**config.mk**
```make
export PLATFORM = sky130hd
export DESIGN_NAME = apb_master_ctrl
export DESIGN_NICKNAME = d
export VERILOG_FILES = /design/src/rtl/apb_master_pkg.sv /design/src/rtl/apb_master_timer.sv /design/src/rtl/apb_master_ctrl.sv
export SDC_FILE = /design/constraint.sdc
export NUM_CORES = 1
export LEC_CHECK = 0
export CORE_MARGIN = 3
export CORE_UTILIZATION = 41
export CTS_CLUSTER_SIZE = 8
export DETAILED_ROUTE_END_ITERATION = 8
export PLACE_DENSITY = 0.79
export SYNTH_ARGS = -nofsm -noshare
export SYNTH_HDL_FRONTEND = slang
export SYNTH_SLANG_ARGS = --single-unit
export TNS_END_PERCENT = 1
```
**constraint.sdc**
```tcl
create_clock -name pclk -period 1.84 [get_ports pclk]
set_input_delay 0.368 -clock pclk [delete_from_list [all_inputs] [get_ports pclk]]
set_output_delay 0.368 -clock pclk [all_outputs]
set_load 0.03 [all_outputs]
```
**src/rtl/apb_master_pkg.sv**
```systemverilog
// apb_master_pkg: shared FSM encoding and width constants for the APB master.
package apb_master_pkg;
    typedef enum logic [1:0] {ST_IDLE, ST_SETUP, ST_ACCESS, ST_RESP} apb_state_e;
    localparam int APB_ADDR_W   = 8;
    localparam int APB_DATA_W   = 8;
    localparam int APB_TO_CNT_W = 8;
endpackage

```
**src/rtl/apb_master_timer.sv**
```systemverilog
// apb_master_timer: ACCESS-cycle watchdog; counts stalled cycles and flags when the limit is reached.
module apb_master_timer
    import apb_master_pkg::*;
#(
    parameter int LIMIT = 16
) (
    input  logic pclk,
    input  logic preset,
    input  logic clear,
    input  logic tick,
    output logic expired
);
    logic [APB_TO_CNT_W-1:0] cnt;
    assign expired = cnt == LIMIT[APB_TO_CNT_W-1:0];
    always_ff @(posedge pclk or posedge preset) begin
        if (preset) cnt <= '0;
        else if (clear) cnt <= '0;
        else if (tick) cnt <= cnt + 1'b1;
    end
endmodule

```
**src/rtl/apb_master_ctrl.sv**
```systemverilog
// apb_master_ctrl: single-outstanding APB master with valid/ready command and held response ports.
// Watchdog abort of stalled accesses is enabled with APB_MASTER_TIMEOUT_EN.
module apb_master_ctrl
    import apb_master_pkg::*;
#(
    parameter int ADDR_W         = APB_ADDR_W,
    parameter int DATA_W         = APB_DATA_W,
    parameter int TIMEOUT_CYCLES = 16
) (
    input  logic              pclk,
    input  logic              preset,
    input  logic              req_valid,
    output logic              req_ready,
    input  logic              req_write,
    input  logic [ADDR_W-1:0] req_addr,
    input  logic [DATA_W-1:0] req_wdata,
    output logic              rsp_valid,
    input  logic              rsp_ready,
    output logic [DATA_W-1:0] rsp_rdata,
    output logic              rsp_err,
    output logic              rsp_timeout,
    output logic              psel,
    output logic              penable,
    output logic              pwrite,
    output logic [ADDR_W-1:0] paddr,
    output logic [DATA_W-1:0] pwdata,
    input  logic              pready,
    input  logic              pslverr,
    input  logic [DATA_W-1:0] prdata
);
    apb_state_e state;
    logic       accept;
    logic       expired;
    assign accept = (state == ST_IDLE) && req_valid && req_ready;
`ifdef APB_MASTER_TIMEOUT_EN
    apb_master_timer #(.LIMIT(TIMEOUT_CYCLES)) u_timer (
        .pclk    (pclk),
        .preset  (preset),
        .clear   (accept),
        .tick    ((state == ST_ACCESS) && !pready),
        .expired (expired)
    );
`else
    assign expired = 1'b0;
`endif
    always_ff @(posedge pclk or posedge preset) begin
        if (preset) begin
            state       <= ST_IDLE;
            req_ready   <= 1'b0;
            rsp_valid   <= 1'b0;
            rsp_rdata   <= '0;
            rsp_err     <= 1'b0;
            rsp_timeout <= 1'b0;
            psel        <= 1'b0;
            penable     <= 1'b0;
            pwrite      <= 1'b0;
            paddr       <= '0;
            pwdata      <= '0;
        end else begin
            case (state)
                ST_IDLE: begin
                    req_ready <= !accept;
                    if (accept) begin
                        paddr  <= req_addr;
                        pwdata <= req_wdata;
                        pwrite <= req_write;
                        psel   <= 1'b1;
                        state  <= ST_SETUP;
                    end
                end
                ST_SETUP: begin
                    penable <= 1'b1;
                    state   <= ST_ACCESS;
                end
                ST_ACCESS: begin
                    // pready wins over a watchdog expiry in the same cycle
                    if (pready || expired) begin
                        psel        <= 1'b0;
                        penable     <= 1'b0;
                        rsp_valid   <= 1'b1;
                        rsp_err     <= pready ? pslverr : 1'b1;
                        rsp_timeout <= !pready;
                        rsp_rdata   <= (pready && !pwrite) ? prdata : '0;
                        state       <= ST_RESP;
                    end
                end
                ST_RESP: begin
                    if (rsp_ready) begin
                        rsp_valid   <= 1'b0;
                        rsp_rdata   <= '0;
                        rsp_err     <= 1'b0;
                        rsp_timeout <= 1'b0;
                        req_ready   <= 1'b1;
                        state       <= ST_IDLE;
                    end
                end
                default: state <= ST_IDLE;
            endcase
        end
    end
endmodule

```
**Word-level counts from Yosys, hierarchy flattened**

Cells that the tools add are included.

- Flip-flop bits (word level): 33
- Output and inout port bits: 31
- Logic and storage cells: 55
- Input port bits: 31

- Equality and inequality tests: 6
- Multiplexer cells: 21
- Reduce and logical (&&, ||, !) cells: 17

Operator list:

| cell | number |
|---|---|
| $mux 8 | 3 |
| $pmux 8 s2 | 1 |
| $pmux 1 s2 | 6 |
| $reduce_and 3->1 | 3 |
| $pmux 2 s4 | 1 |
| $reduce_bool 2->1 | 4 |
| $mux 1 | 7 |
| $mux 2 | 3 |
| $ne 2x2->1 const B | 3 |
| $reduce_and 2->1 | 3 |
| $eq 2x2->1 const B | 2 |
| $logic_and 1x1->1 | 3 |
| $logic_not 1->1 | 3 |
| $eq 2x1->1 const B | 1 |
| $logic_not 2->1 | 1 |

**Logic depth before layout (Yosys ltp)**

- Word-level depth: 5
- Gate-level depth with buffers: 7
- Gate-level depth less buffers: 5

**Least setup slack after synthesis**

OpenSTA, ideal clock, no wires.

- Kind: reg2reg
- From: register state[0]
- To: register rsp_rdata[0]
- Setup slack: 0.152 ns
- Arrival: 1.567 ns
- Buffers on the path: 2
- Cell stages (with the launch flop): 8
- Data required time: 1.719 ns
- Setup time: 0.121 ns
- Period minus slack after synthesis: 1.688 ns
- Cells stage by stage: dfrtp_1 -> inv_1 -> ha_1 -> buf_6 -> nor2b_4 -> or3_1 -> buf_6 -> a22o_1

- Cells in the longest elaborated chain, start to end: 3
- Elaborated cells between the ends (all ways): 7
- Classes of those cells: eq/ne (4); mux (1); reduce/logical (2)

RTL lines:

| item | line | RTL |
|---|---|---|
| start, declared | apb_master_ctrl.sv:31 | `apb_state_e state;` |
| start signal, assigned | apb_master_ctrl.sv:48 | `state <= ST_IDLE;` |
| start signal, assigned | apb_master_ctrl.sv:68 | `state <= ST_SETUP;` |
| start signal, assigned | apb_master_ctrl.sv:73 | `state <= ST_ACCESS;` |
| $eq 2x2->1 | apb_master_ctrl.sv:60 | `case (state)` |
| $ne 2x2->1 (no source line) or $reduce_bool 2->1 (tied branches) | -- |  |
| $reduce_and 3->1 (no source line) | -- |  |
| end signal, assigned | apb_master_ctrl.sv:83 | `rsp_rdata <= (pready && !pwrite) ? prdata : '0;` |
| end, declared | apb_master_ctrl.sv:19 | `output logic [DATA_W-1:0] rsp_rdata,` |

Parallel ways exist; a longest one is shown, timed or not.
A chain may end at the register's enable or synchronous reset.

**Worst setup path after layout**

- From: register rsp_rdata[7]
- To: output rsp_rdata[7]

No word-level cell between the ends.

==> impl_metrics.py <==
metrics = {
    "power": {
        "leakagePower_nw": 0.943,
        "pwr_density_cell_nw_per_um2": 1830,
        "ir_drop_uv": 929,
        "finalPower_mw": 3.91,
    },
    "sta": {
        "fin_ws_ps": 86.1,
        "rsz0062_at_grt": "no",
        "whs_ps": 422,
        "worst_pin_slew_ps": 403,
        "slew_headroom_pct": 73.1,
        "max_clock_freq_ghz": 0.570,
        "finalSetupTns_ps": 0,
        "fin_crit_ps": 1750,
        "hold_violations": 0,
        "slew_viol_final": 0,
        "setup_violations": 0,
        "fin_skew_ps": 7.19,
        "period_share_pct": 95.3,
    },
    "worst_setup_path": {
        "worstSetupPathType": "flip-flop to primary output",
        "cp.required_ps": 1470,
        "cpPeakStageDelay_ps": 690,
        "timing.critical_path.buf_inv": 1,
        "crit_family": "buffers and inverters",
        "r2r_cells": 5,
        "worst-path-stages": 1,
        "crit_path_top_delay_cell": "clkdlybuf4s50_1",
        "cp-start-kind": "flip-flop",
        "cp_cell_sequence": "clkdlybuf4s50_1",
        "critPathMaxFanout": 2,
        "critPathCaptureType": "primary output",
        "arrival_ps": 1390,
    },
    "clocking": {
        "insertion_delay_ps": 320,
        "cts_tree": "built",
        "clockBufferDepth": 2,
        "cts_buffers": 5,
        "htreeDepth": 2,
        "clock_sinks": 33,
        "path_clk_slew_ps": 100,
        "root_buffer": "clkbuf_4",
    },
    "logic_synthesis": {
        "synth_top_area_share_pct": 60.3,
        "yosysWarnings": 0,
        "synth-edff-count": 0,
        "ys_seq_area_share_pct": 60.3,
        "syn_inst": 96,
        "ys_top_cells_by_count": "dfrtp_1 (33), mux2_2 (16), a22o_1 (8)",
        "synth_flop_cell": "dfrtp_1",
        "syn_avg_cell_area_um2": 14.3,
        "synth_area_leader_cell": "dfrtp_1",
        "synth.most_common_cell": "dfrtp_1",
        "async_reset_ff_share_pct": 100,
        "synth_cell_types": 25,
        "syn-num-nets": 131,
        "synth_area_leaders": "dfrtp_1 (60%), mux2_2 (13%), a22o_1 (5.1%), ha_1 (3.7%), nor2b_4 (2.0%)",
        "synthesis.area_um2": 1370,
        "ys_ff_latch": 33,
    },
    "placement": {
        "routabilityCongestion": 0.884,
        "place_area_um2": 2080,
        "numPortBuffers": 61,
        "hpwl_um": 2400,
        "dp_slack_ps": -60.5,
        "dp.cells": 206,
    },
    "route": {
        "drt_iter0_drc": 73,
        "vias": 1032,
        "drc": 0,
        "wire_per_inst_um": 14.5,
        "ant_nets": 0,
        "via_per_inst": 4.82,
        "routed_wl_um": 3100,
        "drt_pass1_iterations": 4,
    },
    "layout": {
        "fin_util_pct": 68.4,
        "area_growth_pct": 56.4,
        "fin_cells": 214,
        "drive_gt1_share_pct": 21.2,
        "antennaDiodeCount": 0,
        "fin_nets": 204,
        "final_area_um2": 2140,
    },
    "die": {
        "core-area_um2": 3130,
        "die_area_um2": 4070,
        "initial_core_util_pct": 43.8,
        "die_y_um": 63.8,
        "rows": 20,
        "num_io_pins": 62,
        "die_w_um": 63.8,
    },
    "grt": {
        "grt.overflow.total": 0,
        "grt_max_degree": 34,
        "grt_pass1_vias": 1094,
        "grt_util_all_layers_pct": 16.5,
        "grt_pass1_wl_um": 5150,
        "antenna_found_initial": 0,
    },
    "min_path": {
        "hp-class": "input pin to async pin",
    },
    "status": {
        "status": "finished, final reports clean",
    },
    "job": {
        "drv_cap": 0,
    },
}
report_power, final:
part           internal (mW)  switching (mW)
clock                  0.146           0.235
combinational           1.08            1.17
sequential              1.07           0.213
total                   2.30            1.62
sequential cells by signal, indices dropped and copies added (netlist names):
register,count
rsp_timeout,1
state,2
rsp_valid,1
pwrite,1
req_ready,1
rsp_err,1
pwdata,8
rsp_rdata,8
penable,1
paddr,8
psel,1
placed cells by master, fill, tap and decap left out:
cell type,Yosys,final
nor2b_1,1,1
nor2b_4,2,2
o21ai_0,4,4
dlymetal6s2s_1,0,2
nand2_1,1,1
inv_1,4,4
buf_12,0,1
a31oi_1,2,2
clkinv_2,0,2
nand2b_1,1,1
o32a_1,1,1
clkbuf_1,0,1
a22o_1,8,8
and2_1,1,1
dfrtp_1,33,33
nand3_2,1,1
mux2_1,2,2
buf_4,0,7
clkbuf_4,0,5
o22a_1,1,1
or3_4,0,1
a21oi_1,1,1
a21boi_0,1,1
nor3_1,1,1
ha_1,4,4
clkdlybuf4s50_1,0,59
nor2_1,4,4
nor3_2,1,1
mux2_2,16,16
o2bb2ai_1,2,2
layout make-up:
type	count	area [um^2]
Inverter	4	15.0
Timing Repair Buffer	69	688
Clock buffer	6	41.3
Sequential cell	33	826
Fill cell	243	987
Tap cell	44	55.1
Clock inverter	2	10.0
Multi-Input combinational cell	56	505
timing repair:
action | CTS | global route
setup endpoints to repair | 0 | 10
setup buffers | 0 | 0
hold buffers | 0 | 0
resized for setup | 0 | 3
layer usage:
| layer | up-vias | GRT usage, % | wire, um |
|---|---|---|---|
| li1 | 493 | - | - |
| met1 | 511 | 19.7 | 1250 |
| met2 | 28 | 27.6 | 1740 |
| met3 | 0 | 5.98 | 107 |
| met4 | 0 | 5.12 | 0 |
| met5 | - | 0 | 0 |
kinds of logic after synthesis:
group / count (synthesis) / synth area share, %
and+or+nand+nor: 14 / 7.04
muxes: 18 / 14.8
buffers and inverters: 7 / 3.11
DFF: 33 / 60.3
AOI/OAI and AO/OA: 20 / 11.1
adders and majority gates: 4 / 3.66
path summary, 6_finish.rpt:
| kind | start | end | slack [ps] |
|---|---|---|---|
| max | rsp_rdata[7]$_DFFE_PP0P_ | rsp_rdata[7] | 90 |
| min | preset | psel$_DFFE_PP0P_ | 420 |
| max reg2reg | state[0]$_DFFE_PP0P_ | rsp_rdata[5]$_DFFE_PP0P_ | 110 |
| min reg2reg | rsp_timeout$_DFFE_PP0P_ | rsp_timeout$_DFFE_PP0P_ | 500 |
| max in group asynchronous | preset | rsp_valid$_DFFE_PP0P_ | 1130 |
| min in group pclk | rsp_timeout$_DFFE_PP0P_ | rsp_timeout$_DFFE_PP0P_ | 500 |
No activity file was read; power rests on OpenSTA's default activity.
